<file path="config.mk">
export PLATFORM = sky130hd
export DESIGN_NAME = rs_alu
export DESIGN_NICKNAME = d
export VERILOG_FILES = /design/src/rtl/rs_alu.sv
export SDC_FILE = /design/constraint.sdc
export NUM_CORES = 1
export LEC_CHECK = 0
export ABC_CLOCK_PERIOD_IN_PS = 2300
export CAP_MARGIN = 20
export CORE_MARGIN = 2
export CORE_UTILIZATION = 44
export CTS_BUF_LIST = sky130_fd_sc_hd__clkbuf_8
export DETAILED_ROUTE_END_ITERATION = 7
export GPL_ROUTABILITY_DRIVEN = 0
export HOLD_SLACK_MARGIN = 0.1
export REMOVE_ABC_BUFFERS = 1
export SYNTH_ARGS = -nofsm -noshare
export SYNTH_HDL_FRONTEND = slang
export SYNTH_SLANG_ARGS = --single-unit
</file>
<file path="constraint.sdc">
create_clock -name clk -period 2.3 [get_ports clk]
set_clock_uncertainty 0.2 [all_clocks]
set_input_delay 0.345 -clock clk [delete_from_list [all_inputs] [get_ports clk]]
set_output_delay 0.345 -clock clk [all_outputs]
set_load 0.005 [all_outputs]
</file>
<file path="src/rtl/rs_alu.sv">
// ALU reservation station: tag wakeup, dispatch bypass, registered issue.
// Define RS_ALU_OLDEST_FIRST_EN to issue the oldest ready entry first.
module rs_alu #(
   parameter int DEPTH = 4,
   parameter int XLEN  = 32,
   parameter int TAG_W = 4,
   parameter int OP_W  = 5
) (
   input  logic             clk,
   input  logic             rst_n,
   input  logic             flush,
   input  logic             disp_en,
   input  logic [OP_W-1:0]  disp_op,
   input  logic [TAG_W-1:0] disp_rd_tag,
   input  logic             disp_src1_rdy,
   input  logic             disp_src2_rdy,
   input  logic [XLEN-1:0]  disp_src1_val,
   input  logic [XLEN-1:0]  disp_src2_val,
   input  logic [TAG_W-1:0] disp_src1_tag,
   input  logic [TAG_W-1:0] disp_src2_tag,
   input  logic             cdb_valid,
   input  logic [TAG_W-1:0] cdb_tag,
   input  logic [XLEN-1:0]  cdb_data,
   output logic             rs_full,
   output logic             ex_valid,
   input  logic             ex_ready,
   output logic [OP_W-1:0]  ex_op,
   output logic [XLEN-1:0]  ex_src1,
   output logic [XLEN-1:0]  ex_src2,
   output logic [TAG_W-1:0] ex_rd_tag
);

   localparam int IW = (DEPTH > 1) ? $clog2(DEPTH) : 1;

   logic [DEPTH-1:0] e_valid;
   logic [DEPTH-1:0] e_rdy1;
   logic [DEPTH-1:0] e_rdy2;
   logic [OP_W-1:0]  e_op   [DEPTH];
   logic [TAG_W-1:0] e_rd   [DEPTH];
   logic [TAG_W-1:0] e_tag1 [DEPTH];
   logic [TAG_W-1:0] e_tag2 [DEPTH];
   logic [XLEN-1:0]  e_val1 [DEPTH];
   logic [XLEN-1:0]  e_val2 [DEPTH];

`ifdef RS_ALU_OLDEST_FIRST_EN
   localparam int AW = IW + 2;
   logic [AW-1:0] age [DEPTH];
   logic [AW-1:0] best_age;
`endif

   logic [DEPTH-1:0] ready;
   logic [IW-1:0]    sel;
   logic             any_ready;
   logic [IW-1:0]    free_idx;
   logic             disp_acc;
   logic             load;
   logic             byp1;
   logic             byp2;

   assign rs_full  = &e_valid;
   assign ready    = e_valid & e_rdy1 & e_rdy2;
   assign disp_acc = disp_en & ~rs_full;
   assign load     = ~ex_valid | ex_ready;
   assign byp1     = cdb_valid & (cdb_tag == disp_src1_tag);
   assign byp2     = cdb_valid & (cdb_tag == disp_src2_tag);

   // Lowest-index empty slot receives the next dispatch.
   always_comb begin
      free_idx = '0;
      for (int i = DEPTH - 1; i >= 0; i--) begin
         if (!e_valid[i]) free_idx = IW'(i);
      end
   end

`ifdef RS_ALU_OLDEST_FIRST_EN
   // Pick the ready entry with the largest age; ties go to lowest index.
   always_comb begin
      sel       = '0;
      any_ready = 1'b0;
      best_age  = '0;
      for (int i = 0; i < DEPTH; i++) begin
         if (ready[i] && (!any_ready || age[i] > best_age)) begin
            sel       = IW'(i);
            any_ready = 1'b1;
            best_age  = age[i];
         end
      end
   end

   // Ages count dispatches seen since the entry arrived, saturating.
   always_ff @(posedge clk or negedge rst_n) begin
      if (!rst_n) begin
         for (int i = 0; i < DEPTH; i++) age[i] <= '0;
      end else if (!flush && disp_acc) begin
         for (int i = 0; i < DEPTH; i++) begin
            if (free_idx == IW'(i)) age[i] <= '0;
            else if (e_valid[i] && age[i] != '1) age[i] <= age[i] + 1'b1;
         end
      end
   end
`else
   // Pick the lowest-index ready entry.
   always_comb begin
      sel       = '0;
      any_ready = 1'b0;
      for (int i = DEPTH - 1; i >= 0; i--) begin
         if (ready[i]) begin
            sel       = IW'(i);
            any_ready = 1'b1;
         end
      end
   end
`endif

   // Entry storage: dispatch write, CDB wakeup, release on issue.
   always_ff @(posedge clk or negedge rst_n) begin
      if (!rst_n) begin
         e_valid <= '0;
         e_rdy1  <= '0;
         e_rdy2  <= '0;
         for (int i = 0; i < DEPTH; i++) begin
            e_op[i]   <= '0;
            e_rd[i]   <= '0;
            e_tag1[i] <= '0;
            e_tag2[i] <= '0;
            e_val1[i] <= '0;
            e_val2[i] <= '0;
         end
      end else if (flush) begin
         e_valid <= '0;
      end else begin
         for (int i = 0; i < DEPTH; i++) begin
            if (disp_acc && free_idx == IW'(i)) begin
               e_valid[i] <= 1'b1;
               e_op[i]    <= disp_op;
               e_rd[i]    <= disp_rd_tag;
               e_tag1[i]  <= disp_src1_tag;
               e_tag2[i]  <= disp_src2_tag;
               e_rdy1[i]  <= disp_src1_rdy | byp1;
               e_rdy2[i]  <= disp_src2_rdy | byp2;
               e_val1[i]  <= disp_src1_rdy ? disp_src1_val : cdb_data;
               e_val2[i]  <= disp_src2_rdy ? disp_src2_val : cdb_data;
            end else if (e_valid[i]) begin
               if (cdb_valid && !e_rdy1[i] && cdb_tag == e_tag1[i]) begin
                  e_rdy1[i] <= 1'b1;
                  e_val1[i] <= cdb_data;
               end
               if (cdb_valid && !e_rdy2[i] && cdb_tag == e_tag2[i]) begin
                  e_rdy2[i] <= 1'b1;
                  e_val2[i] <= cdb_data;
               end
            end
            if (load && any_ready && sel == IW'(i)) e_valid[i] <= 1'b0;
         end
      end
   end

   // Registered issue stage; holds stable while stalled.
   always_ff @(posedge clk or negedge rst_n) begin
      if (!rst_n) begin
         ex_valid  <= 1'b0;
         ex_op     <= '0;
         ex_src1   <= '0;
         ex_src2   <= '0;
         ex_rd_tag <= '0;
      end else if (flush) begin
         ex_valid <= 1'b0;
      end else if (load) begin
         ex_valid <= any_ready;
         if (any_ready) begin
            ex_op     <= e_op[sel];
            ex_src1   <= e_val1[sel];
            ex_src2   <= e_val2[sel];
            ex_rd_tag <= e_rd[sel];
         end
      end
   end

endmodule

</file>
==> results of run 1 <==
flip-flops by register name, indices dropped and copies added, names as in the netlist:
register / flops
e_rd: 16
e_val2: 128
e_op: 20
e_rdy1: 4
ex_rd_tag: 4
e_tag1: 16
ex_valid: 1
ex_src2: 32
e_valid: 4
ex_op: 5
e_tag2: 16
e_val1: 128
e_rdy2: 4
ex_src1: 32
placed cells by master, fill, tap and decap left out, types with 2 or more instances in the layout:
cell             Yosys  final
o21ai_0            282    282
xnor2_1             28     28
nor2b_1              4      4
nand3_1             54     52
nand3_4              0      2
o21ai_1             40     40
dfrtp_1            410    407
a22oi_1              4      4
a22oi_2              2      2
a31oi_1             55     55
inv_1                9     37
xor2_1               9      9
clkdlybuf4s50_1      0    197
nand2_2              2     10
dfrtp_2              0      3
nor2_4               0      2
buf_12               0     48
nand2_1            436    428
nor3_1               6      5
nand2b_1             2      2
o31a_2               0      6
mux2i_1            224    224
inv_6                0      3
nor2_1              59     57
o22a_1              21     21
clkinv_2             0      4
buf_4               13    119
mux2_2              97     97
nand4_1              6      6
and3_1              24     22
a21oi_1            127    127
and3_4               0      2
a211oi_1             3      3
clkbuf_8             0     87
worst reg2reg max path, delay by kind of cell, from the launching register on:
| kind | cells | cell delay, ns |
|---|---|---|
| buf+inv | 3 | 0.58 |
| compound gates | 2 | 0.49 |
| simple gates | 3 | 0.41 |
| flops | 1 | 0.39 |
cell type report:
class                      count  area, um2  share of cell area [%]
inverter                       9       33.8                   0.132
tap                          600        751                    2.94
clock inverter                38        200                   0.783
clock buffer                  87       1200                    4.69
sequential                   410      10300                    40.2
timing repair buffer         368       3870                    15.1
multi-input combinational   1508       9240                    36.1
kinds of logic (layout without fill, tap and decap cells):
group / after synthesis / in the layout / synth area share, %
simple gates: 603 / 603 / 12.2
compound gates: 546 / 546 / 14.5
flops: 410 / 410 / 50.4
mux: 322 / 322 / 16.4
buf+inv: 207 / 502 / 4.86
xor+xnor: 37 / 37 / 1.59
power groups by stage:
stage | clock network, W | logic, W | registers [W]
after global placement | 0 | 0.00531 | 0.0101
final | 0.00662 | 0.00542 | 0.0101
after CTS | 0.00677 | 0.00548 | 0.0101
after global routing | 0.00713 | 0.00599 | 0.0103
after floorplan | 0 | 0.00247 | 0.00996
after detailed placement | 0 | 0.00544 | 0.0102
metrics by stage:
step	cell area, um2	hold WS (ns)	TNS, ns	std cells	util [%]
final	25600	0.151	0	3020	56.1
after global placement	24100	0.0762	-38.42	2891	52.9
after CTS	25500	0.113	0	3020	56.1
after global routing	25600	0.141	0	3020	56.1
after floorplan	19400	-0.151	-532.76	1927	-
after detailed placement	24100	0.0787	-42.61	2891	52.9
timing repair:
| action | in CTS | in global routing |
|---|---|---|
| buffers inserted | 2 | 0 |
| hold endpoints to repair | 410 | 0 |
| resized for setup | 6 | 1 |
| hold buffers | 2 | 0 |
| setup endpoints to repair | 1 | 3 |
| pin swaps | 1 | 1 |
worst paths after layout:
path | startpoint | end | slack (ns) | cells past startpoint
worst max-delay path | e_valid[3] | ex_src2[14] | 0.1 | 8
min in group asynchronous | rst_n | e_val2[6] | 0.23 | 3
worst min register to register | e_val2[69] | e_val2[69] | 0.27 | 2
worst max register to register | e_valid[3] | ex_src2[14] | 0.1 | 8
max in group asynchronous | rst_n | e_val1[15] | 1.17 | 3
worst min-delay path | disp_op[0] | e_op[15] | 0.15 | 3
per-layer routing:
metal	up-vias	part of all wire [%]	global-route usage [%]	routed length (um)
li1	7859	-	-	-
met3	109	6.1	4.88	3910
met5	-	0.013	0	8
met1	8325	44	37.1	28400
met4	2	2.4	8.83	1560
met2	520	47	43.5	30100
==> results.ini, run 1 <==
[flow_run]
max-cap-violations=0

[global_route]
grt-ovfl-total=0
grt_max_degree=76
grt_pass1_vias=17218
antenna_found_initial=1
grt_pass1_wl_mm=99.8
grtUsageTotal_pct=27.1

[detailed_routing]
wirelength_mm=63.9
drc=0
postRouteAntennaNets=0
first_pass_iters=5
via_per_inst=5.57
wire_per_inst_um=21.2
via_count=16815
drtIter0Drc=1265

[floorplan]
dieArea_mm2=0.0480
num_rows=78
die_w_um=219
core_area_mm2=0.0456
initial_utilization_pct=44.7
die_h_um=219
io_pins=200

[synth]
synth_top_area_share_pct=50.4
ys_ff_latch=410
synthArstFlopShare_pct=100
avgSynthCellArea_um2=9.59
yosys_warnings=0
yosys.area.top_type=dfrtp_1
synth_seq_area_share_pct=50.4
ys.flop_type=dfrtp_1
netlist_area_mm2=0.0204
yosys-top-cells-area=dfrtp_1, mux2i_1, nand2_1
ys_types=46
synthTopCellsByCount=nand2_1, dfrtp_1, o21ai_0, mux2i_1, a21oi_1
synth_edf_count=0
yosysMostFrequentCell=nand2_1
synthCells=2125

[power]
p_sw_share_pct=29.9
p_sw_w=0.00661
power.density_mw_per_mm2=865
total_power_w=0.0221
pwr-share-clk_pct=29.9
combinationalPowerShare_pct=24.5
peakVddDrop_mv=0.580
leakage_nw=12.5
seq_power_share_pct=45.6
internal-power_w=0.0155

[final_layout]
drive_above_1_share_pct=16.5
syn_to_final_growth_pct=25.4
diodes=0
final_net_count=2494
fillerInstances=4063

[sta]
rsz0062_at_grt=no
fin_crit_sh_pct=95.8
slew_violations=0
setup_viol=0
worst_slew_pin_slew_ns=0.486
worst_slack_ns=0.0956
final.min_clock_period_ns=2.20
slew_headroom_pct=67.6
max_freq_mhz=454
finalHoldViolCount=0

[placement]
pre_cts_ws_ns=-0.234
portBuffers=199
dp_hpwl_mm=41.6

[critical_path]
cp.arrival_ns=2.51
cp-start-kind=flop
required_ns=2.61
max_stage_delay_ns=0.39
cp-end-kind=flop
cp_num_buf_inv=3
crit_chain=buf_4 > and3_4 > nor2_1 > a311oi_4 > buf_4 > buf_12 > nand2_1 > o22a_1
path_delay_family=buffers and inverters
path_class=flop to flop
path_common_cell=buf_4
cpMaxStageDelayCell=dfrtp_2
crit_path_max_fanout=35

[clock_network]
cts.clk_slew.worst_paths_ns=0.06
clockBufferDepth=3
htreeDepth=3
insertion_delay_ns=0.64
cts_tree=built
cts.sinks=410
cts_buffers=72
clockRootBuffer=clkbuf_8

[run_status]
status=finished, final reports clean

[worst_hold_path]
hold_class=input pin to flop

No activity file was read; power rests on OpenSTA's default activity.
==> run 2: changes to the inputs <==
--- a/config.mk
+++ b/config.mk
@@ -5,7 +5,7 @@
 export SDC_FILE = /design/constraint.sdc
 export NUM_CORES = 1
 export LEC_CHECK = 0
-export ABC_CLOCK_PERIOD_IN_PS = 2300
+export ABC_CLOCK_PERIOD_IN_PS = 1800
 export CAP_MARGIN = 20
 export CORE_MARGIN = 2
 export CORE_UTILIZATION = 44
@@ -13,6 +13,7 @@
 export DETAILED_ROUTE_END_ITERATION = 7
 export GPL_ROUTABILITY_DRIVEN = 0
 export HOLD_SLACK_MARGIN = 0.1
+export PLACE_DENSITY = 0.67
 export REMOVE_ABC_BUFFERS = 1
 export SYNTH_ARGS = -nofsm -noshare
 export SYNTH_HDL_FRONTEND = slang
==> constraint.sdc (replaced) <==
create_clock -name clk -period 1.8 [get_ports clk]
set_clock_uncertainty 0.2 [all_clocks]
set_input_delay 0.27 -clock clk [delete_from_list [all_inputs] [get_ports clk]]
set_output_delay 0.27 -clock clk [all_outputs]
set_load 0.005 [all_outputs]
==> run 2 against run 1 <==
The run now ends with negative setup slack left; combinational power increased by 54%; critical endpoint is now ex_src1[9]; sequential share of layout area is 5.1 points lower; die area unchanged; first-iteration DRC count up 77%; global-route usage increased by 3.2 points; setup slack worse by 0.45 ns; critical path depth down 1; wire length grew 30%; worst hold slack lost 0.023 ns; sequential cell count is the same; final cell count increased by 5.0%.
==> results.ini, run 2 (synthesis results as in run 1) <==
[run_status]
status=finished, violations left
violations=negative setup slack

[worst_hold_path]
hold_start=disp_src1_val[14]
hold_class=input pin to flop

[critical_path]
cpMaxStageDelayCell=dfrtp_1
crit_chain=buf_4 > and3_4 > nor3b_4 > clkbuf_4 > o21ai_0 > o21ai_0 > o22a_1
cp_num_buf_inv=2  ; -1
cp-end-kind=flop
worstReg2RegStart=e_valid[2]
path_class=flop to flop
crit_path_max_fanout=10  ; -71%
required_ns=2.19  ; -0.42 ns
path_common_cell=o21ai_0
setup.worst_path.start=e_valid[2]
cp-start-kind=flop
cp.arrival_ns=2.55  ; +0.04 ns
max_stage_delay_ns=0.39  ; about the same
path_delay_family=buffers and inverters

[sta]
setup_viol=427  ; +427
fin_crit_sh_pct=120  ; +24 points
rsz0062_at_grt=yes
final.min_clock_period_ns=2.16  ; -0.0461 ns
max_freq_mhz=463  ; +2.1%
slew_violations=0  ; unchanged
worst_slack_ns=-0.358  ; -0.454 ns
finalHoldViolCount=0  ; unchanged
slew_headroom_pct=52.1  ; -16 points
worst_slew_pin_slew_ns=0.717  ; +0.231 ns

[floorplan]
initial_utilization_pct=44.7  ; unchanged
dieArea_mm2=0.0480  ; unchanged
num_rows=78  ; unchanged
core_area_mm2=0.0456  ; unchanged
io_pins=200  ; unchanged
die_h_um=219  ; unchanged
die_w_um=219  ; unchanged

[clock_network]
insertion_delay_ns=0.68  ; +0.04 ns
htreeDepth=3  ; unchanged
cts_tree=built
clockRootBuffer=clkbuf_8
cts_buffers=73  ; +1.4%
cts.sinks=410  ; unchanged
cts.clk_slew.worst_paths_ns=0.06  ; about the same
clockBufferDepth=3  ; unchanged

[placement]
portBuffers=199  ; unchanged
dp_cells=2934  ; +1.5%
dp_hpwl_mm=42.5  ; +2.3%

[power]
peakVddDrop_mv=0.696  ; +20%
power.density_mw_per_mm2=1030  ; +19%
total_power_w=0.0303  ; +37%
leakage_nw=14.3  ; +15%

[final_layout]
top_regs=e_val1: 128 flops, e_val2: 128 flops
fin_util_pct=64.2  ; +8.1 points
drive_above_1_share_pct=27.9  ; +11 points
final_common_cell=dfrtp_1
final_cell_mix=dfrtp_1, nand2_1, mux2i_1, o21ai_1, buf_4
layout.cells.non_filler=3171  ; +5.0%
syn_to_final_growth_pct=43.7
final_net_count=2650  ; +6.3%
fillerInstances=3427  ; -16%

[detailed_routing]
wire_per_inst_um=26.2  ; +24%
postRouteAntennaNets=0  ; unchanged
drtIter0Drc=2238  ; +77%
first_pass_iters=7  ; +2
via_count=19549  ; +16%
wirelength_mm=83.0  ; +30%
via_per_inst=6.16  ; +11%
drc=0  ; unchanged

[global_route]
grt_max_degree=83  ; +9.2%
antenna_found_initial=4  ; +3
grt-ovfl-total=0  ; unchanged
grtUsageTotal_pct=30.3  ; +3.2 points
grt_pass1_wl_mm=110  ; +10%
grt_pass1_vias=18540  ; +7.7%

[flow_run]
max-cap-violations=0  ; unchanged

[run 2: changes by cell type in the layout (fill, tap and decap cells not counted), sizes merged, moves of 11 or more]
cell,delta
buf,+109
clkbuf,+42
clkdlybuf4s15,+32
clkdlybuf4s50,-61
dlygate4sd2,+23
dlygate4sd3,+11
inv,-17
[run 2: what timing repair did]
action                                  in CTS  in global routing
hold buffers                                12                  1
endpoints found under the setup margin     462                452
pin swaps                                   21                 72
cloned                                      20                 46
buffers inserted                            37                 11
gates resized for setup                    274                344
hold endpoints to repair                   429                 21
[run 2: worst min-delay path: stages]
cell             delay, ns
clkdlybuf4s50_1       0.47
mux2i_1               0.15
o21ai_1               0.07
[run 2: path summary, 6_finish.rpt]
| path | to | depth (start not counted) | slack (ns) |
|---|---|---|---|
| min in group asynchronous | e_tag1[2] | 3 | 0.45 |
| max reg2reg | ex_src1[9] | 7 | -0.36 |
| max in group asynchronous | e_val2[126] | 4 | 0.16 |
| min reg2reg | e_rd[6] | 2 | 0.27 |
| max | ex_src1[9] | 7 | -0.36 |
| min | e_val1[110] | 3 | 0.13 |
[run 2: area by class of cell]
type | count | area [um2] | area share [%]
Clock buffer | 94 | 1290 | 4.42
Multi-Input combinational cell | 1512 | 10400 | 35.5
Timing Repair Buffer | 519 | 6390 | 21.8
Clock inverter | 25 | 141 | 0.483
Tap cell | 600 | 751 | 2.57
Antenna cell | 2 | 5.00 | 0.0171
Inverter | 9 | 33.8 | 0.115
Sequential cell | 410 | 10300 | 35.1
[run 2: per-stage QoR]
| stage | hold WS, ns | setup WS, ns | setup TNS [ns] | area [um2] |
|---|---|---|---|---|
| global placement | 0.0130 | -0.724 | -227.87 | 24600 |
| finish | 0.128 | -0.358 | -87.78 | 29300 |
| global route | 0.137 | -0.391 | -105.63 | 29300 |
| floorplan | -0.226 | -5.53 | -716.05 | 19400 |
| CTS | 0.107 | -0.259 | -64.88 | 27400 |
| detailed placement | 0.00847 | -0.775 | -237.07 | 24600 |
[run 2: report_power, final]
group	internal, W	switching [W]	leakage [nW]
sequential	0.0115	0.00153	5.17
combinational	0.00440	0.00394	8.34
clock	0.00478	0.00409	0.790
total	0.0207	0.00956	14.3
[run 2: routing by layer]
layer / up-vias / global-route usage (%) / part of all wire (%)
li1: 8217 / - / -
met1: 9641 / 40.3 / 38
met2: 1312 / 47.8 / 44
met3: 375 / 7.19 / 12
met4: 4 / 12.1 / 5.8
met5: - / 0 / 0.076
